### src/rtl/fdc_pkg.sv
// Shared types and constants for the fdc SD-channel arbitration logic.
package fdc_pkg;

  localparam int SD_LBA_W = 32;
  localparam int TO_W     = 24;

  typedef enum logic [2:0] {
    IDLE,
    ISSUE,
    WAIT_ACK,
    XFER,
    RELEASE
  } arb_state_t;

  typedef enum logic {
    OP_RD,
    OP_WR
  } op_t;

endpackage

### src/rtl/sd_blk_arbiter_rr_pick.sv
// Combinational round-robin priority encoder: the first pending requester
// at or after rr_ptr (wrapping modulo N) wins.
module rr_pick #(
  parameter int N = 4
) (
  input  logic [N-1:0] pending,
  input  logic [1:0]   rr_ptr,
  output logic         found,
  output logic [1:0]   idx
);

  // Walk offsets from farthest to nearest so the nearest pending one is kept.
  always_comb begin
    logic [1:0] pos;
    found = 1'b0;
    idx   = rr_ptr;
    pos   = '0;
    for (int k = N - 1; k >= 0; k--) begin
      pos = 2'((int'(rr_ptr) + k) % N);
      if (pending[pos]) begin
        found = 1'b1;
        idx   = pos;
      end
    end
  end

endmodule

### src/rtl/sd_blk_arbiter.sv
// Shares the single hps_io SD block channel among the fdc's drive requesters.
// One grant covers a complete block transfer; arbitration is round-robin.
//
// state    | meaning
// ---------+-----------------------------------------------------------------
// IDLE     | no grant; pick the next pending requester and latch its LBA
// ISSUE    | raise sd_rd or sd_wr, clear the ack timeout counter
// WAIT_ACK | waiting for sd_ack; abort on request drop or timeout
// XFER     | transfer running, req_ack of the winner follows sd_ack
// RELEASE  | wait for the winner to drop its request, then advance rr_ptr
module sd_blk_arbiter
  import fdc_pkg::*;
#(
  parameter int          NUM_REQ     = 4,
  parameter logic [23:0] ACK_TIMEOUT = 24'd12_500_000
) (
  input  logic                         CLK,
  input  logic                         RESET_N,
  input  logic [NUM_REQ-1:0]           req_rd,
  input  logic [NUM_REQ-1:0]           req_wr,
  input  logic [SD_LBA_W*NUM_REQ-1:0]  req_lba,
  input  logic [8*NUM_REQ-1:0]         req_buff_din,
  output logic [NUM_REQ-1:0]           req_ack,
  output logic [SD_LBA_W-1:0]          sd_lba,
  output logic                         sd_rd,
  output logic                         sd_wr,
  input  logic                         sd_ack,
  output logic [7:0]                   sd_buff_din,
  output logic [1:0]                   grant_idx,
  output logic                         busy,
  output logic                         timeout_err
);

  localparam logic [TO_W-1:0] TO_LAST  = ACK_TIMEOUT - 24'd1;
  localparam logic [TO_W-1:0] TO_SAT   = '1;
  localparam logic [1:0]      LAST_IDX = 2'(NUM_REQ - 1);

  logic [SD_LBA_W-1:0] lba_arr [NUM_REQ];
  logic [7:0]          buf_arr [NUM_REQ];

  logic [NUM_REQ-1:0]  rd_s1, rd_s2, wr_s1, wr_s2;
  logic                ack_s1, ack_s2;
  logic [NUM_REQ-1:0]  pend;

  arb_state_t          state_q, state_d;
  op_t                 op_q, op_d;
  logic [1:0]          grant_q, grant_d;
  logic [1:0]          rr_q, rr_d;
  logic [SD_LBA_W-1:0] lba_q, lba_d;
  logic                sd_rd_q, sd_rd_d;
  logic                sd_wr_q, sd_wr_d;
  logic [TO_W-1:0]     cnt_q, cnt_d;
  logic                to_q, to_d;

  logic                pick_found;
  logic [1:0]          pick_idx;
  logic                grant_pend;

  for (genvar i = 0; i < NUM_REQ; i++) begin : g_unpack
    assign lba_arr[i] = req_lba[i*SD_LBA_W +: SD_LBA_W];
    assign buf_arr[i] = req_buff_din[i*8 +: 8];
  end

  // Two-flop synchronizers for the handshake levels; the FSM uses only *_s2.
  always_ff @(negedge CLK or negedge RESET_N) begin
    if (!RESET_N) begin
      rd_s1  <= '0;
      rd_s2  <= '0;
      wr_s1  <= '0;
      wr_s2  <= '0;
      ack_s1 <= 1'b0;
      ack_s2 <= 1'b0;
    end else begin
      rd_s1  <= req_rd;
      rd_s2  <= rd_s1;
      wr_s1  <= req_wr;
      wr_s2  <= wr_s1;
      ack_s1 <= sd_ack;
      ack_s2 <= ack_s1;
    end
  end

  assign pend       = rd_s2 | wr_s2;
  assign grant_pend = pend[grant_q];

  rr_pick #(
    .N       (NUM_REQ)
  ) u_rr_pick (
    .pending (pend),
    .rr_ptr  (rr_q),
    .found   (pick_found),
    .idx     (pick_idx)
  );

  // State register plus the registered channel outputs.
  always_ff @(negedge CLK or negedge RESET_N) begin
    if (!RESET_N) begin
      state_q <= IDLE;
      op_q    <= OP_RD;
      grant_q <= '0;
      rr_q    <= '0;
      lba_q   <= '0;
      sd_rd_q <= 1'b0;
      sd_wr_q <= 1'b0;
      cnt_q   <= '0;
      to_q    <= 1'b0;
    end else begin
      state_q <= state_d;
      op_q    <= op_d;
      grant_q <= grant_d;
      rr_q    <= rr_d;
      lba_q   <= lba_d;
      sd_rd_q <= sd_rd_d;
      sd_wr_q <= sd_wr_d;
      cnt_q   <= cnt_d;
      to_q    <= to_d;
    end
  end

  // Next-state logic; the LBA stays frozen from grant until the next IDLE pick.
  always_comb begin
    state_d = state_q;
    op_d    = op_q;
    grant_d = grant_q;
    rr_d    = rr_q;
    lba_d   = lba_q;
    sd_rd_d = sd_rd_q;
    sd_wr_d = sd_wr_q;
    cnt_d   = cnt_q;
    to_d    = 1'b0;
    case (state_q)
      IDLE: begin
        if (pick_found) begin
          grant_d = pick_idx;
          op_d    = wr_s2[pick_idx] ? OP_WR : OP_RD;
          lba_d   = lba_arr[pick_idx];
          state_d = ISSUE;
        end
      end
      ISSUE: begin
        sd_rd_d = (op_q == OP_RD);
        sd_wr_d = (op_q == OP_WR);
        cnt_d   = '0;
        state_d = WAIT_ACK;
      end
      WAIT_ACK: begin
        if (ack_s2) begin
          sd_rd_d = 1'b0;
          sd_wr_d = 1'b0;
          state_d = XFER;
        end else if (!grant_pend) begin
          sd_rd_d = 1'b0;
          sd_wr_d = 1'b0;
          state_d = RELEASE;
        end else if ((ACK_TIMEOUT != 24'd0) && (cnt_q == TO_LAST)) begin
          to_d    = 1'b1;
          sd_rd_d = 1'b0;
          sd_wr_d = 1'b0;
          state_d = RELEASE;
        end else if (cnt_q != TO_SAT) begin
          cnt_d = cnt_q + 24'd1;
        end
      end
      XFER: begin
        sd_rd_d = 1'b0;
        sd_wr_d = 1'b0;
        if (!ack_s2) begin
          state_d = RELEASE;
        end
      end
      RELEASE: begin
        if (!grant_pend) begin
          rr_d    = (grant_q == LAST_IDX) ? 2'd0 : grant_q + 2'd1;
          state_d = IDLE;
        end
      end
      default: state_d = IDLE;
    endcase
  end

  // Only the granted requester sees the ack, and only while a transfer is live.
  always_comb begin
    req_ack = '0;
    if (ack_s2 && ((state_q == WAIT_ACK) || (state_q == XFER))) begin
      req_ack[grant_q] = 1'b1;
    end
  end

  assign sd_lba      = lba_q;
  assign sd_rd       = sd_rd_q;
  assign sd_wr       = sd_wr_q;
  assign grant_idx   = grant_q;
  assign busy        = (state_q != IDLE);
  assign timeout_err = to_q;
  assign sd_buff_din = buf_arr[grant_q];

endmodule
### config.mk
export PLATFORM = sky130hd
export DESIGN_NAME = sd_blk_arbiter
export DESIGN_NICKNAME = d
export VERILOG_FILES = /design/src/rtl/fdc_pkg.sv /design/src/rtl/sd_blk_arbiter_rr_pick.sv /design/src/rtl/sd_blk_arbiter.sv
export SDC_FILE = /design/constraint.sdc
export NUM_CORES = 1
export LEC_CHECK = 0
export CAP_MARGIN = 0
export CORE_MARGIN = 2
export CORE_UTILIZATION = 42
export CTS_CLUSTER_SIZE = 8
export DETAILED_ROUTE_END_ITERATION = 8
export PLACE_DENSITY = 0.87
export RECOVER_POWER = 50
export SYNTH_ARGS = -nofsm -noshare
export SYNTH_HDL_FRONTEND = slang
export SYNTH_SLANG_ARGS = --single-unit
### constraint.sdc
create_clock -name CLK -period 2.5 [get_ports CLK]
set_input_delay 0.625 -clock CLK [delete_from_list [all_inputs] [get_ports CLK]]
set_output_delay 0.625 -clock CLK [all_outputs]
set_load 0.005 [all_outputs]
==> flow_summary.json <==
{
  "critPathLaunchType": "flop",
  "post-place-ws_ps": -961,
  "muxShareOfSynthArea": 0.139,
  "drive_gt1_frac": 0.366,
  "syn_avg_cell_area_um2": 9.95,
  "vias": 5717,
  "drcViolationCount": 0,
  "synthXorXnorAreaFrac": 0.0199,
  "synth.top_cells.by_count": "92 x nand2_1, 85 x dfrtn_1, 34 x a31oi_1, 34 x o22ai_1, 33 x mux2_2",
  "max_slew_margin": 0.457,
  "antenna_found_initial": 1,
  "cts_buffer_depth": 2,
  "io_buffers": 220,
  "fin_ws_ps": -1120,
  "synth_edf_count": 0,
  "finalClockSkew_ps": 7.44,
  "htreeDepth": 3,
  "grt_pass1_vias": 5537,
  "end_kind": "primary output",
  "clkPwrFrac": 0.158,
  "peakVddDrop_v": 0.000667,
  "status": "complete, but fails checks",
  "clock_latency_ps": 350,
  "yosys.area.top_type_share": 0.440,
  "max_cap_viol_count": 0,
  "rr_worst_depth": 12,
  "grt_max_degree": 56,
  "track_usage": 0.298,
  "synthAdderAreaFrac": 0.0129,
  "pwr-share-seq": 0.245,
  "timing_hold_violations_final": 0,
  "yosys.area.top_type": "dfrtn_1",
  "power.leakage_nw": 3.91,
  "maxSlewViolCount": 0,
  "ys_seq_area_frac": 0.440,
  "sw_frac_of_total": 0.393,
  "hold_depth": 0,
  "yosys-top-cells-area": "dfrtn_1 44%, mux2_2 7.7%, nand2_1 7.1%",
  "violations": "setup timing",
  "powerDensity_mw_per_mm2": 959,
  "worst_slew_pin_slew_ps": 815,
  "holdCritPathClass": "reg2reg",
  "synthSimpleGateAreaFrac": 0.201,
  "drt_iter0_markers": 509,
  "critical_path_class": "reg2out",
  "grt_remaining_overflow": 0,
  "die_x_um": 111,
  "clk_pin_slew_ps": 50,
  "combPwrFrac": 0.596,
  "dieArea_mm2": 0.0124,
  "ys_seq_elements": 85,
  "cp.required_ps": 1880,
  "cts-root-buf": "clkbuf_16",
  "tritoncts": "built",
  "die_h_um": 111,
  "arrival_ps": 2990,
  "p_sw_mw": 3.27,
  "grt_pass1_wl_um": 28900,
  "synth_compound_area_frac": 0.145,
  "routedWlPerCell_um": 23.1,
  "synth_ff_type": "dfrtn_1",
  "async_reset_ff_frac": 1.00,
  "fillerInstances": 656,
  "viasPerCell": 6.14,
  "dp_hpwl_um": 12600,
  "ant_nets": 0,
  "num_rows": 39,
  "internal-power_mw": 5.06,
  "yosysWarnings": 0,
  "syn-cell-area_mm2": 0.00483,
  "clock-sinks": 85,
  "synthCells": 486,
  "cts_hold_buf": 0,
  "final-seq-area_mm2": 0.00213,
  "fin_util": 0.767,
  "start_util": 0.427,
  "nets": 958,
  "routed_wl_um": 21500,
  "setup_violations": 69,
  "drt-pass1-iter-count": 5,
  "synth_top_family_by_area": "simple AND/OR/NAND/NOR gates",
  "cts_buffers": 9,
  "path_max_fanout": 4,
  "core-area_mm2": 0.0113,
  "multiInputGateArea_mm2": 0.00314,
  "yosysMostFrequentCell": "nand2_1",
  "synth_cell_type_count": 57,
  "synth.net_count": 662,
  "syn2layout_area_growth_pct": 79.6,
  "rsz0062_at_grt": "true",
  "routabilityCongestion": 0.967,
  "pin_count": 221
}
layout make-up:
class / count / share of cell area
Multi-Input combinational cell: 362 / 0.362
Timing Repair Buffer: 316 / 0.334
Sequential cell: 85 / 0.245
Clock buffer: 9 / 0.0259
Tap cell: 143 / 0.0206
Clock inverter: 7 / 0.00764
Inverter: 8 / 0.00461
Antenna cell: 1 / 0.000288
cell families after synthesis:
logic type	count (synthesis)
fa+ha+maj	5
flops	85
buf+inv	41
simple gates	193
compound gates	102
mux	49
xor+xnor	11
final timing paths:
check / startpoint / end / slack (ps)
setup / recovery: grant_idx[0] / sd_buff_din[3] / -1120
hold / removal: wr_s1[3] / wr_s2[3] / 290
setup reg to reg: grant_idx[0] / cnt_q[13] / -140
hold reg to reg: wr_s1[3] / wr_s2[3] / 290
max in group asynchronous: RESET_N / ack_s1 / 320
min in group asynchronous: RESET_N / cnt_q[5] / 1620
per-stage QoR:
step | instances | hold slack [ps] | power, mW | cell area, um2 | setup TNS, ps
after floorplan | 486 | 292 | 3.97 | 4880 | -6070
after global placement | 851 | 296 | 5.65 | 7420 | -34590
after detailed placement | 851 | 297 | 5.78 | 7420 | -35860
after CTS | 888 | 297 | 7.54 | 8060 | -24150
after global routing | 931 | 298 | 8.67 | 8680 | -28040
final | 931 | 294 | 8.33 | 8680 | -25120
routing by layer:
layer	global-route usage	wire, um	up-vias
met3	0.0645	1730	125
met2	0.540	11200	406
li1	-	-	2404
met1	0.324	7100	2782
met4	0.156	1490	0
met5	0	0	-
worst max-delay path, cell delays in order, from the launching register on:
cell and delay (ps):
dfrtn_1 470, buf_12 130, buf_6 100, mux4_2 540
buf_2 160
cells in the final DEF, fill, tap and decap left out, types with 7 or more instances in the layout:
| cell | synthesis | routed |
|---|---|---|
| o22ai_2 | 0 | 29 |
| clkbuf_16 | 0 | 10 |
| nand3_1 | 16 | 12 |
| dlymetal6s2s_1 | 0 | 13 |
| buf_2 | 4 | 38 |
| a31oi_1 | 34 | 33 |
| mux2_4 | 0 | 32 |
| buf_6 | 4 | 33 |
| nor2_1 | 27 | 24 |
| mux2i_1 | 7 | 7 |
| dlygate4sd2_1 | 0 | 51 |
| mux4_2 | 1 | 9 |
| buf_4 | 2 | 64 |
| dfrtn_1 | 85 | 85 |
| nand2_1 | 92 | 91 |
| clkdlybuf4s50_1 | 0 | 105 |
registers in the layout, indices dropped and copies added, names as in the netlist:
register     count
rd_s2            4
timeout_err      1
sd_lba          32
wr_s1            4
wr_s2            4
sd_rd            1
cnt_q           24
ack_s2           1
rd_s1            4
ack_s1           1
sd_wr            1
op_q             1
grant_idx        2
state_q          3
rr_q             2
power by group through the flow:
stage / sequential [mW] / combinational (mW) / clock (mW)
2_1_floorplan: 2.01 / 1.96 / 0
3_3_place_gp: 2.01 / 3.64 / 0
3_5_place_dp: 2.03 / 3.75 / 0
4_1_cts: 2.03 / 4.18 / 1.32
5_1_grt: 2.07 / 5.22 / 1.38
6_report: 2.04 / 4.97 / 1.32
repair_timing:
item	4_1_cts	5_1_grt
setup buffers	19	40
resized for setup	335	79
setup endpoints to repair	82	96
gates cloned	2	4
pin swaps	7	22
(Power assumes the default switching activity.)
